$ cat config.mk
export PLATFORM = sky130hd
export DESIGN_NAME = mem_arb
export DESIGN_NICKNAME = d
export VERILOG_FILES = /design/src/rtl/mem_arb.sv
export SDC_FILE = /design/constraint.sdc
export NUM_CORES = 1
export LEC_CHECK = 0
export ABC_AREA = 0
export CAP_MARGIN = 10
export CORE_AREA = 4 4 114 116
export CTS_CLUSTER_DIAMETER = 200
export DETAILED_ROUTE_END_ITERATION = 7
export DIE_AREA = 0 0 118 120
export SYNTH_ARGS = -nofsm -noshare
export SYNTH_HDL_FRONTEND = slang
export SYNTH_SLANG_ARGS = --single-unit
export TNS_END_PERCENT = 50
$ cat constraint.sdc
create_clock -name clk -period 2.2 [get_ports clk]
set_clock_uncertainty 0.15 [all_clocks]
set_input_delay 0.55 -clock clk [delete_from_list [all_inputs] [get_ports clk]]
set_output_delay 0.55 -clock clk [all_outputs]
set_load 0.05 [all_outputs]
$ cat src/rtl/mem_arb.sv
// mem_arb: two-master arbiter for the shared memory port. It steers acks back to the owner and aborts with NXM on an ack timeout.
// Define MEM_ARB_RR_EN to select round-robin tie-breaking. When it is undefined, master 0 has fixed priority.
module mem_arb #(
    parameter int PADDR   = 22,
    parameter int WORD    = 36,
    parameter int TIMEOUT = 64
) (
    input  logic             clk,
    input  logic             reset,
    input  logic [PADDR-1:0] m0_addr,
    input  logic [PADDR-1:0] m1_addr,
    input  logic [WORD-1:0]  m0_write_data,
    input  logic [WORD-1:0]  m1_write_data,
    input  logic             m0_read,
    input  logic             m1_read,
    input  logic             m0_write,
    input  logic             m1_write,
    output logic [WORD-1:0]  m0_read_data,
    output logic [WORD-1:0]  m1_read_data,
    output logic             m0_read_ack,
    output logic             m1_read_ack,
    output logic             m0_write_ack,
    output logic             m1_write_ack,
    output logic             m0_nxm,
    output logic             m1_nxm,
    output logic [PADDR-1:0] mem_addr,
    output logic [WORD-1:0]  mem_write_data,
    output logic             mem_read,
    output logic             mem_write,
    input  logic [WORD-1:0]  mem_read_data,
    input  logic             mem_read_ack,
    input  logic             mem_write_ack,
    output logic [1:0]       owner
);

    typedef enum logic [1:0] {
        IDLE   = 2'd0,
        GRANT0 = 2'd1,
        GRANT1 = 2'd2
    } state_t;

    // The timeout fires in the grant cycle whose increment would reach TIMEOUT.
    localparam logic [7:0] LAST_COUNT = 8'(TIMEOUT - 1);

    state_t     state_q, state_d;
    logic [7:0] count_q, count_d;
    logic       req0, req1, pickM1;
    logic       selM1, selRead, selWrite, selReq, memAck;
    logic       readAckFwd, writeAckFwd, nxmPulse;

    assign req0 = m0_read | m0_write;
    assign req1 = m1_read | m1_write;

`ifdef MEM_ARB_RR_EN
    logic lastGrant_q, lastGrant_d;

    always_comb begin
        pickM1      = req1;
        lastGrant_d = lastGrant_q;
        if (req0 && req1) begin
            pickM1 = ~lastGrant_q;
        end
        if (state_q == IDLE && (req0 || req1)) begin
            lastGrant_d = pickM1;
        end
    end

    always_ff @(posedge clk) begin
        if (reset) begin
            lastGrant_q <= 1'b1;
        end else begin
            lastGrant_q <= lastGrant_d;
        end
    end
`else
    assign pickM1 = req1 & ~req0;
`endif

    assign selM1    = (state_q == GRANT1);
    assign selRead  = selM1 ? m1_read : m0_read;
    assign selWrite = selM1 ? m1_write : m0_write;
    assign selReq   = selRead | selWrite;
    assign memAck   = mem_read_ack | mem_write_ack;

    // Ack has priority over a master abort, which in turn suppresses the timeout.
    always_comb begin
        state_d     = state_q;
        count_d     = count_q;
        mem_read    = 1'b0;
        mem_write   = 1'b0;
        readAckFwd  = 1'b0;
        writeAckFwd = 1'b0;
        nxmPulse    = 1'b0;
        case (state_q)
            IDLE: begin
                count_d = '0;
                if (req0 || req1) begin
                    state_d = pickM1 ? GRANT1 : GRANT0;
                end
            end
            GRANT0, GRANT1: begin
                mem_read    = selRead;
                mem_write   = selWrite;
                readAckFwd  = mem_read_ack;
                writeAckFwd = mem_write_ack;
                if (memAck) begin
                    state_d = IDLE;
                end else if (!selReq) begin
                    state_d = IDLE;
                end else if (count_q == LAST_COUNT) begin
                    nxmPulse  = 1'b1;
                    mem_read  = 1'b0;
                    mem_write = 1'b0;
                    state_d   = IDLE;
                end else begin
                    count_d = count_q + 8'd1;
                end
            end
            default: begin
                state_d = IDLE;
            end
        endcase
    end

    always_ff @(posedge clk) begin
        if (reset) begin
            state_q <= IDLE;
            count_q <= '0;
        end else begin
            state_q <= state_d;
            count_q <= count_d;
        end
    end

    assign mem_addr       = selM1 ? m1_addr : m0_addr;
    assign mem_write_data = selM1 ? m1_write_data : m0_write_data;

    assign m0_read_data = mem_read_data;
    assign m1_read_data = mem_read_data;

    assign m0_read_ack  = readAckFwd & ~selM1;
    assign m1_read_ack  = readAckFwd & selM1;
    assign m0_write_ack = writeAckFwd & ~selM1;
    assign m1_write_ack = writeAckFwd & selM1;
    assign m0_nxm       = nxmPulse & ~selM1;
    assign m1_nxm       = nxmPulse & selM1;

    assign owner = {state_q != IDLE, selM1};

endmodule

==> reports/qor.yml, run 1 <==
run_status:
  status: "complete, but fails checks"
  violations: "negative setup slack"
timing:
  fin_crit_ns: 2.29
  worst_pin_slew_ns: 0.340
  slew_headroom_pct: 77.3
  drv_slew: 0
  whs_ns: 0.369
  hold_viol_final: 0
  worst_slack_ns: -0.0900
  max_freq_mhz: 437
  finalCritPeriodShare_pct: 104
  setup_violations: 62
  rsz0062_at_grt: "true"
clock_network:
  clockRootBuffer: "clkbuf_16"
  numCtsBuffers: 3
  cts_tree: "yes"
  clockBufferDepth: 2
  cts.sinks: 10
  htreeDepth: 1
  cts.clk_slew.worst_paths_ns: 0.04
  clk_latency_ns: 0.24
  hold_buffers: 0
power_and_ir_drop:
  power.total_mw: 2.07
  ir_drop_uv: 219
  p_leak_nw: 2.07
  power_density_mw_per_mm2: 407
routing:
  wirelength_um: 10400
  drc: 0
  drtPass1Iterations: 4
  drt_iter0_drc: 132
  vias: 2245
  antenna_left: 0
  via_per_inst: 4.30
  detail_route.wl_per_cell_um: 19.8
synthesis:
  netlist_area_mm2: 0.00197
  synth.area.top_cells: "mux2_2 (33%), buf_4 (28%), dfxtp_1 (10%)"
  ys_seq_area_share_pct: 10.2
  synthFlopType: "dfxtp_1"
  synth_top_cell_area_share_pct: 33.2
  ys_warn_count: 0
  yosysUniqueCellTypes: 39
  ys_ff_latch: 10
  syn_avg_cell_area_um2: 8.44
  netlist_instances: 233
  synth_edf_count: 0
  synth_top_cell_by_area: "mux2_2"
  synth_fp_nets: 396
  async_reset_ff_share_pct: 0
critical_path:
  worst_ep_arrival_time_ns: 1.59
  rrSetupSlack_ns: 0.06
  required_ns: 1.50
  path_class: "register to output port"
  crit_path_end_kind: "output port"
  worst_setup_path_start_kind: "register"
  cp_max_fo: 5
cells_and_area:
  layout_common_cells: "clkdlybuf4s50_1 (117), buf_12 (70), mux2_4 (58)"
  drive_gt1_share_pct: 50.7
  final_common_cell: "clkdlybuf4s50_1"
  nets: 539
  diodes: 0
  area_growth_pct: 159
grt:
  grt_pass1_wl_um: 14400
  grt_pass1_vias: 2404
  grt_start_max_net_pins: 15
  grt-ovfl-total: 0
  antenna_found_initial: 0
  grtUsageTotal_pct: 12.9
floorplanning:
  dieArea_mm2: 0.0142
  die_w_um: 118
  pin_count: 300
  die_h_um: 120
  rows: 40
  start_util_pct: 16.5
  core_area_mm2: 0.0119
placed_design:
  hpwlAfterDp_um: 7770
  port_buffers: 191
  gp_congestion: 0.784
run:
  maxCapViolations: 0
min_path:
  hold_class: "register to register"
-- worst max-delay path, cell delays in order, from the launching register on --
cell	delay, ns
dfxtp_2	0.31
inv_2	0.07
ha_4	0.19
buf_12	0.15
clkbuf_16	0.16
mux2_4	0.31
buf_12	0.15
-- final timing paths --
kind / start / endpoint / cells after the start
hold reg to reg: count_q[6] / count_q[6] / 1
setup reg to reg: state_q[0] / state_q[0] / 8
setup / recovery: state_q[0] / mem_write_data[26] / 6
hold / removal: count_q[6] / count_q[6] / 1
-- logic make-up after synthesis --
group	share of synthesized area [%]
adder cells (fa/ha/maj)	1.91
buffers and inverters	31.2
AND/OR/NAND/NOR	14.0
AO/OA/AOI/OAI	8.46
multiplexers	34.2
flip-flops	10.2
-- synthesized netlist by cell type (3+ instances only) --
| cell | count |
|---|---|
| inv_1 | 4 |
| o211ai_1 | 5 |
| nand2_1 | 6 |
| nor3_1 | 3 |
| nand3_1 | 7 |
| and3_1 | 3 |
| mux2_2 | 58 |
| buf_1 | 3 |
| a21oi_1 | 3 |
| ha_1 | 3 |
| buf_4 | 73 |
| buf_2 | 5 |
| nor2_1 | 9 |
| or3_1 | 4 |
| dfxtp_1 | 10 |
| clkbuf_1 | 4 |
-- power breakdown --
part | leakage, nW | internal (mW) | switching, mW | total (mW)
registers | 0.0843 | 0.186 | 0.00340 | 0.189
clock network | 0.0442 | 0.274 | 0.0949 | 0.369
logic | 1.94 | 0.836 | 0.678 | 1.51
total | 2.07 | 1.30 | 0.777 | 2.07
-- flip-flops by register name, indices dropped and copies added (netlist names) --
register / cells
state_q: 2
count_q: 8
-- per-layer routing --
metal / global-route usage (%) / vias up / share of wire, %
li1: - / 1050 / -
met1: 13.6 / 1038 / 37
met2: 25.4 / 128 / 55
met3: 3.02 / 29 / 6.7
met4: 3.30 / 0 / 1.9
met5: 0 / - / 0
-- stage by stage --
step | setup TNS, ns | area (um2) | cells | setup slack, ns | utilization (%)
2_1_floorplan | 0 | 2060 | 233 | 0.00222 | -
3_3_place_gp | -1.58 | 4300 | 497 | -0.268 | 36.1
3_5_place_dp | -2.22 | 4300 | 497 | -0.298 | 36.1
4_1_cts | -3.89 | 4820 | 514 | -0.104 | 40.4
5_1_grt | -6.01 | 5090 | 522 | -0.114 | 42.8
6_report | -4.07 | 5090 | 522 | -0.0900 | 42.8
-- final cells by class --
| class | instances | area (um2) |
|---|---|---|
| multi-input combinational | 134 | 1530 |
| sequential | 10 | 213 |
| tap | 147 | 184 |
| fill | 1086 | 6820 |
| clock buffer | 4 | 88.8 |
| inverter | 4 | 15.0 |
| timing repair buffer | 223 | 3070 |
-- repair_timing --
action / CTS / global route
pin swaps: 4 / 9
gates resized for setup: 62 / 50
setup buffers: 8 / 5
endpoints found under the setup margin: 69 / 71
gates cloned: 7 / 3
Note: power is estimated with default switching activity, not from simulation.
==> inputs of run 2 (changes only) <==
- CORE_AREA: 4 4 114 116 -> 4 4 115 117
- DIE_AREA: 0 0 118 120 -> 0 0 119 121
- clock period: 2.2 -> 2.9 ns (I/O delays scaled with it)
==> reports/qor.yml, run 2 (same netlist as run 1, synthesis figures left out) <==
timing:
  finalCritPeriodShare_pct: 95.6
  hold_viol_final: 0  # unchanged
  worst_pin_slew_ns: 0.504  # +0.164 ns
  rsz0062_at_grt: "false"
  drv_slew: 0  # unchanged
  worst_slack_ns: 0.126  # +0.216 ns
  whs_ns: 0.353  # -0.0161 ns
  slew_headroom_pct: 66.3  # -11 points
  fin_crit_ns: 2.77
  setup_violations: 0  # -100%
  max_freq_mhz: 361
placed_design:
  gp_congestion: 0.817  # +4.1%
  place_worst_setup_slack_ns: -0.0927  # +0.205 ns
  port_buffers: 191  # unchanged
  hpwlAfterDp_um: 6520  # -16%
  place_area_mm2: 0.00362  # -16%
clock_network:
  numCtsBuffers: 3  # unchanged
  clockBufferDepth: 2  # unchanged
  htreeDepth: 1  # unchanged
  cts.clk_slew.worst_paths_ns: 0.04  # about the same
  cts_tree: "yes"
  clk_latency_ns: 0.24  # about the same
  cts.sinks: 10  # unchanged
  clockRootBuffer: "clkbuf_16"
cells_and_area:
  n_fill_cell: 1273  # +17%
  diodes: 0  # unchanged
  utilization_pct: 30.2  # -13 points
  design_area_mm2: 0.00373  # -27%
  final_common_cell: "clkdlybuf4s50_1"
  drive_gt1_share_pct: 42.0  # -8.7 points
  largest_register: "count_q"
  reg_top3: "count_q x8, state_q x2"
  area_growth_pct: 89.8
  nets: 519  # -3.7%
  layout_common_cells: "clkdlybuf4s50_1 (122), buf_4 (63), mux2_2 (58)"
  largest_reg_flops: 8  # unchanged
floorplanning:
  core_area_mm2: 0.0124  # +3.8%
  start_util_pct: 15.9  # -0.60 points
  die_w_um: 119  # +0.85%
  dieArea_mm2: 0.0144  # +1.7%
  rows: 41  # +2.5%
  die_h_um: 121  # +0.83%
  pin_count: 300  # unchanged
routing:
  drc: 0  # unchanged
  wirelength_um: 7430  # -28%
  via_per_inst: 4.04  # -6.1%
  drtPass1Iterations: 4  # unchanged
  detail_route.wl_per_cell_um: 14.1  # -29%
  drt_iter0_drc: 81  # -39%
  antenna_left: 0  # unchanged
  vias: 2129  # -5.2%
grt:
  grt_start_max_net_pins: 25  # +10
  grtUsageTotal_pct: 9.17  # -3.7 points
  antenna_found_initial: 0  # unchanged
  grt_pass1_vias: 2194  # -8.7%
  grt_pass1_wl_um: 10800  # -25%
  grt-ovfl-total: 0  # unchanged
critical_path:
  path_class: "register to output port"
  reg2regPathDepth: 7  # -1
  cp_max_fo: 24  # +19
  regToRegEndpoint: "state_q[0]"
  rrSetupSlack_ns: 0.38  # +0.32 ns
  max_stage_delay_ns: 0.45  # +0.14 ns
  cp_num_buf_inv: 3  # -1
  critical-path-top-delay-family: "buffers and inverters"
  worst_ep_arrival_time_ns: 1.90  # +0.31 ns
  cp_slowest_cell: "ha_2"
  worst_setup_path_start_kind: "register"
  r2r_start: "state_q[0]"
  required_ns: 2.03  # +0.53 ns
  path_cells: "inv_1, ha_2, buf_12, mux2_2, buf_4"
  crit_path_end_kind: "output port"
power_and_ir_drop:
  ir_drop_uv: 169  # -23%
  p_leak_nw: 1.43  # -31%
  power_density_mw_per_mm2: 324  # -20%
run:
  maxCapViolations: 0  # unchanged
min_path:
  whs_path_depth: 2  # +1
  min_from: "state_q[1]"
  hold_class: "register to register"
  min_to: "state_q[1]"
run_status:
  status: "finished clean"
## run 2: cell count changes in the layout (fill, tap and decap cells not counted), moves of 4 or more
cell and delta:
buf_12 -54, buf_16 -7, buf_4 +50, buf_6 -7, clkdlybuf4s50_1 +5, dfxtp_1 +6
dfxtp_2 -4, mux2_2 +58, mux2_4 -58
## run 2: report_power, final
group          switching (mW)  leakage [nW]  internal (mW)
registers             0.00193        0.0810          0.142
logic                   0.420          1.30          0.368
clock network          0.0691        0.0442          0.208
total                   0.491          1.43          0.717
## run 2: worst register-to-register path: stages (launching register included)
cell	delay, ns
dfxtp_1	0.29
inv_1	0.09
ha_2	0.45
buf_4	0.25
or3b_1	0.37
and4_1	0.32
a2111o_1	0.43
o31ai_1	0.07
## run 2: stage by stage
| stage | TNS (ns) | power [mW] | instances |
|---|---|---|---|
| after floorplan | -0.00229 | 0.840 | 233 |
| after global placement | -0.227 | 0.935 | 522 |
| after detailed placement | -0.314 | 0.938 | 522 |
| after CTS | 0 | 1.22 | 527 |
| after global routing | 0 | 1.26 | 527 |
| final | 0 | 1.21 | 527 |
## run 2: worst max path at each step
stage                            start     endpoint  slack, ns  depth (start not counted)
after floorplan             state_q[0]       m0_nxm     -0.002                          5
after global placement    mem_read_ack     mem_read      -0.07                          8
after detailed placement  mem_read_ack       m1_nxm      -0.09                          7
after CTS                   state_q[0]  mem_addr[2]       0.09                          5
after global routing        state_q[0]  mem_addr[2]       0.04                          5
final                       state_q[0]  mem_addr[2]       0.13                          5
## run 2: what timing repair did
item	CTS	global route
hold buffers	0	0
endpoints found under the hold margin	0	0
buffers inserted	1	0
resized for setup	6	0
endpoints found under the setup margin	4	0
## run 2: cell type report
type / instances / area, um2 / share of cell area [%]
tap: 172 / 215 / 5.76
inverter: 4 / 15.0 / 0.402
timing repair buffer: 203 / 2030 / 54.4
sequential: 10 / 200 / 5.36
clock buffer: 4 / 88.8 / 2.38
multi-input combinational: 134 / 1180 / 31.7
## run 2: per-layer routing
| metal | track usage [%] | share of wire [%] | vias to the layer above |
|---|---|---|---|
| li1 | - | - | 1008 |
| met1 | 10.0 | 36 | 956 |
| met2 | 16.4 | 50 | 144 |
| met3 | 2.98 | 11 | 21 |
| met4 | 3.69 | 2.4 | 0 |
| met5 | 0 | 0 | - |
